===== config.mk =====
export PLATFORM = sky130hd
export DESIGN_NAME = alu_arbiter
export DESIGN_NICKNAME = d
export VERILOG_FILES = /design/src/rtl/riscv_pkg.sv /design/src/rtl/alu.sv /design/src/rtl/alu_arbiter.sv
export SDC_FILE = /design/constraint.sdc
export NUM_CORES = 1
export LEC_CHECK = 0
export CAP_MARGIN = 20
export CORE_MARGIN = 4
export CORE_UTILIZATION = 40
export DETAILED_ROUTE_END_ITERATION = 8
export GPL_ROUTABILITY_DRIVEN = 0
export PLACE_DENSITY_LB_ADDON = 0.15
export SYNTH_ARGS = -nofsm -noshare
export SYNTH_HDL_FRONTEND = slang
export SYNTH_SLANG_ARGS = --single-unit

===== constraint.sdc =====
create_clock -name clk -period 4.4 [get_ports clk]
set_input_delay 0.44 -clock clk [delete_from_list [all_inputs] [get_ports clk]]
set_output_delay 0.44 -clock clk [all_outputs]
set_load 0.02 [all_outputs]

===== src/rtl/riscv_pkg.sv =====
// Shared RISC-V definitions: ALU operation encodings and select width.
package riscv_pkg;

  localparam int ALU_SEL_WIDTH = 4;

  typedef enum logic [ALU_SEL_WIDTH-1:0] {
    ADD  = 4'b0000,
    SUB  = 4'b0001,
    SLL  = 4'b0010,
    SLT  = 4'b0011,
    SLTU = 4'b0100,
    XOR  = 4'b0101,
    SRL  = 4'b0110,
    SRA  = 4'b0111,
    OR   = 4'b1000,
    AND  = 4'b1001
  } alu_op_e;

endpackage


===== src/rtl/alu.sv =====
// Integer ALU with an optional output register stage (REG_OUTPUT = 0 or 1).
module alu
  import riscv_pkg::*;
#(
  parameter int DATA_WIDTH = 32,
  parameter int SEL_WIDTH  = ALU_SEL_WIDTH,
  parameter int REG_OUTPUT = 0
) (
  input  logic                  clk,
  input  logic                  reset_n,
  input  logic [DATA_WIDTH-1:0] i_a,
  input  logic [DATA_WIDTH-1:0] i_b,
  input  logic [SEL_WIDTH-1:0]  i_sel,
  output logic [DATA_WIDTH-1:0] o_data,
  output logic                  o_zero
);

  localparam int SHW = $clog2(DATA_WIDTH);

  if (SEL_WIDTH < ALU_SEL_WIDTH) begin : gBadSel
    $error("alu: SEL_WIDTH must be at least ALU_SEL_WIDTH");
  end

  logic [SHW-1:0]           shamt;
  logic [ALU_SEL_WIDTH-1:0] opCode;
  logic                     upperClear;
  logic [DATA_WIDTH-1:0]    result;
  logic [DATA_WIDTH-1:0]    data_q;
  logic                     zero_q;

  assign shamt      = i_b[SHW-1:0];
  assign opCode     = i_sel[ALU_SEL_WIDTH-1:0];
  assign upperClear = ((i_sel >> ALU_SEL_WIDTH) == '0);

  // Unknown encodings (including any set upper select bits) fall back to add.
  always_comb begin
    result = i_a + i_b;
    if (upperClear) begin
      case (alu_op_e'(opCode))
        SUB:     result = i_a - i_b;
        SLL:     result = i_a << shamt;
        SLT:     result = {{(DATA_WIDTH-1){1'b0}}, ($signed(i_a) < $signed(i_b))};
        SLTU:    result = {{(DATA_WIDTH-1){1'b0}}, (i_a < i_b)};
        XOR:     result = i_a ^ i_b;
        SRL:     result = i_a >> shamt;
        SRA:     result = $unsigned($signed(i_a) >>> shamt);
        OR:      result = i_a | i_b;
        AND:     result = i_a & i_b;
        default: result = i_a + i_b;
      endcase
    end
  end

  always_ff @(posedge clk or posedge reset_n) begin
    if (reset_n) begin
      data_q <= '0;
      zero_q <= 1'b0;
    end else begin
      data_q <= result;
      zero_q <= (result == '0);
    end
  end

  assign o_data = (REG_OUTPUT != 0) ? data_q : result;
  assign o_zero = (REG_OUTPUT != 0) ? zero_q : (result == '0);

endmodule


===== src/rtl/alu_arbiter.sv =====
// Round-robin arbiter/sequencer sharing one ALU between two requesters,
// returning tagged results through a valid/ready response port.
module alu_arbiter
  import riscv_pkg::*;
#(
  parameter int DATA_WIDTH  = 32,
  parameter int SEL_WIDTH   = ALU_SEL_WIDTH,
  parameter int ALU_LATENCY = 0
) (
  input  logic                  clk,
  input  logic                  reset_n,
  input  logic                  i_req0_valid,
  output logic                  o_req0_ready,
  input  logic [DATA_WIDTH-1:0] i_req0_a,
  input  logic [DATA_WIDTH-1:0] i_req0_b,
  input  logic [SEL_WIDTH-1:0]  i_req0_sel,
  input  logic                  i_req1_valid,
  output logic                  o_req1_ready,
  input  logic [DATA_WIDTH-1:0] i_req1_a,
  input  logic [DATA_WIDTH-1:0] i_req1_b,
  input  logic [SEL_WIDTH-1:0]  i_req1_sel,
  output logic                  o_rsp_valid,
  input  logic                  i_rsp_ready,
  output logic                  o_rsp_id,
  output logic [DATA_WIDTH-1:0] o_rsp_data,
  output logic                  o_rsp_zero,
  output logic                  o_busy
);

  if (ALU_LATENCY != 0 && ALU_LATENCY != 1) begin : gBadLatency
    $error("alu_arbiter: ALU_LATENCY must be 0 or 1");
  end

  typedef enum logic [1:0] {
    IDLE = 2'd0,
    EXEC = 2'd1,
    RESP = 2'd2
  } state_e;

  localparam logic LAST_CNT = (ALU_LATENCY == 1);

  state_e                state_q;
  logic                  cnt_q;
  logic                  ptr_q;
  logic                  ptr_d;
  logic [DATA_WIDTH-1:0] opA_q;
  logic [DATA_WIDTH-1:0] opB_q;
  logic [SEL_WIDTH-1:0]  opSel_q;
  logic                  opId_q;
  logic                  rspValid_q;
  logic                  rspId_q;
  logic [DATA_WIDTH-1:0] rspData_q;
  logic                  rspZero_q;

  logic                  aluZero;
  logic [DATA_WIDTH-1:0] aluData;
  logic                  grantWindow;
  logic                  anyValid;
  logic                  winner;
  logic                  grant;
  logic                  lastExec;

  // Readys are gated by reset so they drop asynchronously along with the state.
  assign grantWindow = !reset_n &&
                       ((state_q == IDLE) || ((state_q == RESP) && i_rsp_ready));
  assign anyValid    = i_req0_valid || i_req1_valid;
  assign winner      = (i_req0_valid && i_req1_valid) ? ~ptr_q : i_req1_valid;
  assign grant       = grantWindow && anyValid;
  assign ptr_d       = grant ? winner : ptr_q;
  assign lastExec    = (state_q == EXEC) && (cnt_q == LAST_CNT);

  assign o_req0_ready = grant && !winner;
  assign o_req1_ready = grant && winner;

  always_ff @(posedge clk or posedge reset_n) begin
    if (reset_n) begin
      state_q    <= IDLE;
      cnt_q      <= 1'b0;
      ptr_q      <= 1'b1;
      opA_q      <= '0;
      opB_q      <= '0;
      opSel_q    <= '0;
      opId_q     <= 1'b0;
      rspValid_q <= 1'b0;
      rspId_q    <= 1'b0;
      rspData_q  <= '0;
      rspZero_q  <= 1'b0;
    end else begin
      ptr_q <= ptr_d;
      if (grant) begin
        opA_q   <= winner ? i_req1_a   : i_req0_a;
        opB_q   <= winner ? i_req1_b   : i_req0_b;
        opSel_q <= winner ? i_req1_sel : i_req0_sel;
        opId_q  <= winner;
      end
      case (state_q)
        IDLE: begin
          if (grant) begin
            state_q <= EXEC;
            cnt_q   <= 1'b0;
          end
        end
        EXEC: begin
          if (lastExec) begin
            rspValid_q <= 1'b1;
            rspId_q    <= opId_q;
            rspData_q  <= aluData;
            rspZero_q  <= aluZero;
            state_q    <= RESP;
          end else begin
            cnt_q <= cnt_q + 1'b1;
          end
        end
        RESP: begin
          if (i_rsp_ready) begin
            rspValid_q <= 1'b0;
            if (grant) begin
              state_q <= EXEC;
              cnt_q   <= 1'b0;
            end else begin
              state_q <= IDLE;
            end
          end
        end
        default: state_q <= IDLE;
      endcase
    end
  end

  alu #(
    .DATA_WIDTH (DATA_WIDTH),
    .SEL_WIDTH  (SEL_WIDTH),
    .REG_OUTPUT (ALU_LATENCY)
  ) uAlu (
    .clk     (clk),
    .reset_n (reset_n),
    .i_a     (opA_q),
    .i_b     (opB_q),
    .i_sel   (opSel_q),
    .o_data  (aluData),
    .o_zero  (aluZero)
  );

  assign o_rsp_valid = rspValid_q;
  assign o_rsp_id    = rspId_q;
  assign o_rsp_data  = rspData_q;
  assign o_rsp_zero  = rspZero_q;
  assign o_busy      = (state_q != IDLE);

endmodule


==> impl_metrics.toml, run 1 <==
[finish]
layout_commonest_cell = "nand2_1"
fillerInstances = 3460
nets = 2219
stdcell_area_um2 = 17000
syn2layout_area_growth_pct = 22.0
drive_gt1_share_pct = 12.2
most-common-layout-cells = "180 x nand2_1, 178 x clkdlybuf4s50_1, 167 x inv_1"
antenna_cells = 0

[logic_synthesis]
yosysWarningCount = 0
synth-edff-count = 0
avgSynthCellArea_um2 = 7.69
ys_seq_area_share_pct = 19.4
async_flop_share_pct = 100
synthDistinctLibCells = 90
syn_area_um2 = 14000
synth_seq_cells = 108
synthFlopType = "dfrtp_1"
syn_nets = 2056
syn_inst = 1816

[power]
power.leakage_nw = 7.24
p_total_mw = 11.7
ir_drop_mv = 0.273
powerDensity_nw_per_um2 = 690

[cts]
cts_tree = "yes"
clock_path_buffers = 2
cts_max_level = 3
cts-root-buf = "clkbuf_16"
clock-sinks = 108
cts_buffers = 9
clk_latency_ns = 0.40
cts.clk_slew.worst_paths_ns = 0.07
postCtsHoldBufs = 0

[setup_path]
required_ns = 4.74
cp-start-kind = "flip-flop"
critPathSlowestCell = "a2111oi_1"
cp_num_buf_inv = 0
path_delay_family = "compound AO/OA/AOI/OAI gates"
max_stage_delay_ns = 0.56
path_depth = 13
end_kind = "flip-flop"
crit_type = "reg -> reg"
cp.arrival_ns = 4.68
path_cells = "ha_1 > fa_1 > a21o_1 > a221o_2 > a221o_1 > nand2_1 > a21oi_1 > o32a_1 > a2111oi_1 > and4_1 > nand4_1 > nor4_2 > a32o_2"
crit_path_max_fanout = 7
rr_worst_depth = 13

[timing]
rsz0062_at_grt = "false"
tightest_slew_ns = 1.15
hold_viol_final = 0
final.setup.tns_ns = 0
hold-worst-slack_ns = 0.474
final-max-slew-violation-count = 0
fin_skew_ns = 0.0127
period_needed_ns = 4.35
slew_headroom_pct = 22.9
fmax_ghz = 0.230
fin_crit_sh_pct = 98.8
setup_viol = 0

[routing]
totalWireLength_um = 62000
viasPerCell = 6.71
ant_nets = 0
num_vias = 16400
dr.pass1.iters = 9
post-route-drc-count = 62
wl_per_cell_um = 25.4
drtIter0Drc = 2704

[global_routing]
grt_antenna_before_repair = 2
grt_pass1_wl_um = 93400
grt_usage_pct = 31.4
grt-ovfl-total = 0
grt_max_degree = 73
first_global_vias = 15400

[status]
status = "finished, violations left"
failed_checks = "DRC"

[placed_design]
post-dp-hpwl_um = 48500
io_buffers = 178
post_dp_cell_area_um2 = 16700

[flow_run]
cap_violations = 0

[floorplan]
dieWidth_um = 195
fp.dieH_um = 195
row_count = 68
start_util_pct = 40.5
core_um2 = 34500
io_pins = 179
die_area_um2 = 38000

[min_path]
min_path_type = "reg -> reg"
holdPathStages = 2
## kinds of logic (layout without fill, tap and decap cells)
| logic type | count (synthesis) | count (layout) | share of synthesized area [%] |
|---|---|---|---|
| buffers and inverters | 318 | 486 | 9.08 |
| adder cells (fa/ha/maj) | 99 | 99 | 8.98 |
| XOR/XNOR | 21 | 21 | 1.32 |
| AND/OR/NAND/NOR | 569 | 569 | 19.6 |
| AO/OA/AOI/OAI | 590 | 590 | 30.4 |
| multiplexers | 111 | 111 | 11.3 |
| flip-flops | 108 | 108 | 19.4 |
## final cells by class
| cell class | count | area, µm² | area share, % |
|---|---|---|---|
| timing repair buffer | 302 | 2760 | 16.2 |
| clock inverter | 4 | 72.6 | 0.426 |
| clock buffer | 12 | 246 | 1.45 |
| inverter | 168 | 633 | 3.72 |
| multi-input combinational | 1390 | 10000 | 58.9 |
| sequential | 108 | 2710 | 15.9 |
| tap | 455 | 569 | 3.34 |
## cell usage after synthesis, types with 24 or more instances
| cell | number | area (µm²) |
|---|---|---|
| nand2_1 | 180 | 676 |
| inv_1 | 168 | 631 |
| nor2_1 | 162 | 608 |
| a21oi_1 | 112 | 561 |
| clkbuf_1 | 108 | 405 |
| dfrtp_1 | 107 | 2680 |
| o21ai_0 | 100 | 500 |
| ha_1 | 97 | 1210 |
| a222oi_1 | 69 | 691 |
| mux2i_1 | 49 | 490 |
| nor3_1 | 46 | 230 |
| mux4_2 | 35 | 788 |
| o211ai_1 | 33 | 248 |
| a211oi_1 | 30 | 225 |
| nand3_1 | 29 | 145 |
| a31oi_1 | 27 | 169 |
| mux2_2 | 27 | 304 |
| a22oi_1 | 24 | 180 |
| nand4_1 | 24 | 150 |
## tightest hold or removal path, stage by stage (launching register included)
cell and delay [ns]:
dfrtp_1 0.34, nand2_1 0.05, nand2_1 0.05
## registers in the layout, summed over array words and instances (netlist names)
signal,count
o_rsp_zero,1
o_rsp_valid,1
opId_q,1
state_q,2
ptr_q,1
opB_q,32
o_rsp_id,1
opA_q,32
opSel_q,4
o_rsp_data,32
cnt_q,1
## stage by stage
step	setup WS (ns)	utilization (%)	cells
after floorplan	0.126	-	1816
after global placement	0.381	48.5	2421
after detailed placement	0.0746	48.5	2421
after CTS	0.0385	49.4	2437
after global routing	0.0110	49.4	2439
final	0.0510	49.4	2439
## where the power goes
part / total [mW] / internal [mW] / switching (mW) / leakage (nW)
sequential: 1.70 / 1.32 / 0.383 / 1.34
combinational: 9.14 / 3.48 / 5.66 / 5.75
clock: 0.909 / 0.513 / 0.396 / 0.153
total: 11.7 / 5.31 / 6.44 / 7.24
## path summary, 6_finish.rpt
| kind | start | to | slack [ns] |
|---|---|---|---|
| setup / recovery | opB_q[0] | o_rsp_zero | 0.05 |
| hold reg to reg | o_rsp_data[21] | o_rsp_data[21] | 0.47 |
| min in group asynchronous | reset_n | o_rsp_valid | 0.58 |
| hold / removal | o_rsp_data[21] | o_rsp_data[21] | 0.47 |
| max in group asynchronous | reset_n | ptr_q | 2.95 |
| setup reg to reg | opB_q[0] | o_rsp_zero | 0.05 |
## routing by layer
metal	global-route usage [%]	routed length (µm)	up-vias
met4	12.2	3170	6
met5	1.15	86	-
met3	12.0	8560	264
met1	42.5	24700	7726
met2	45.2	25500	1208
li1	-	-	7151
## what timing repair did
item                                    CTS  global route
endpoints found under the setup margin    0             1
buffers inserted                          0             2
gates resized for setup                   0             2
(Power assumes the default switching activity.)
==> run 2, diff against run 1 <==
- CAP_MARGIN: 20 -> 10
==> results of run 2 <==
No change in the layout: final DEF, timing and power equal those of run 1.
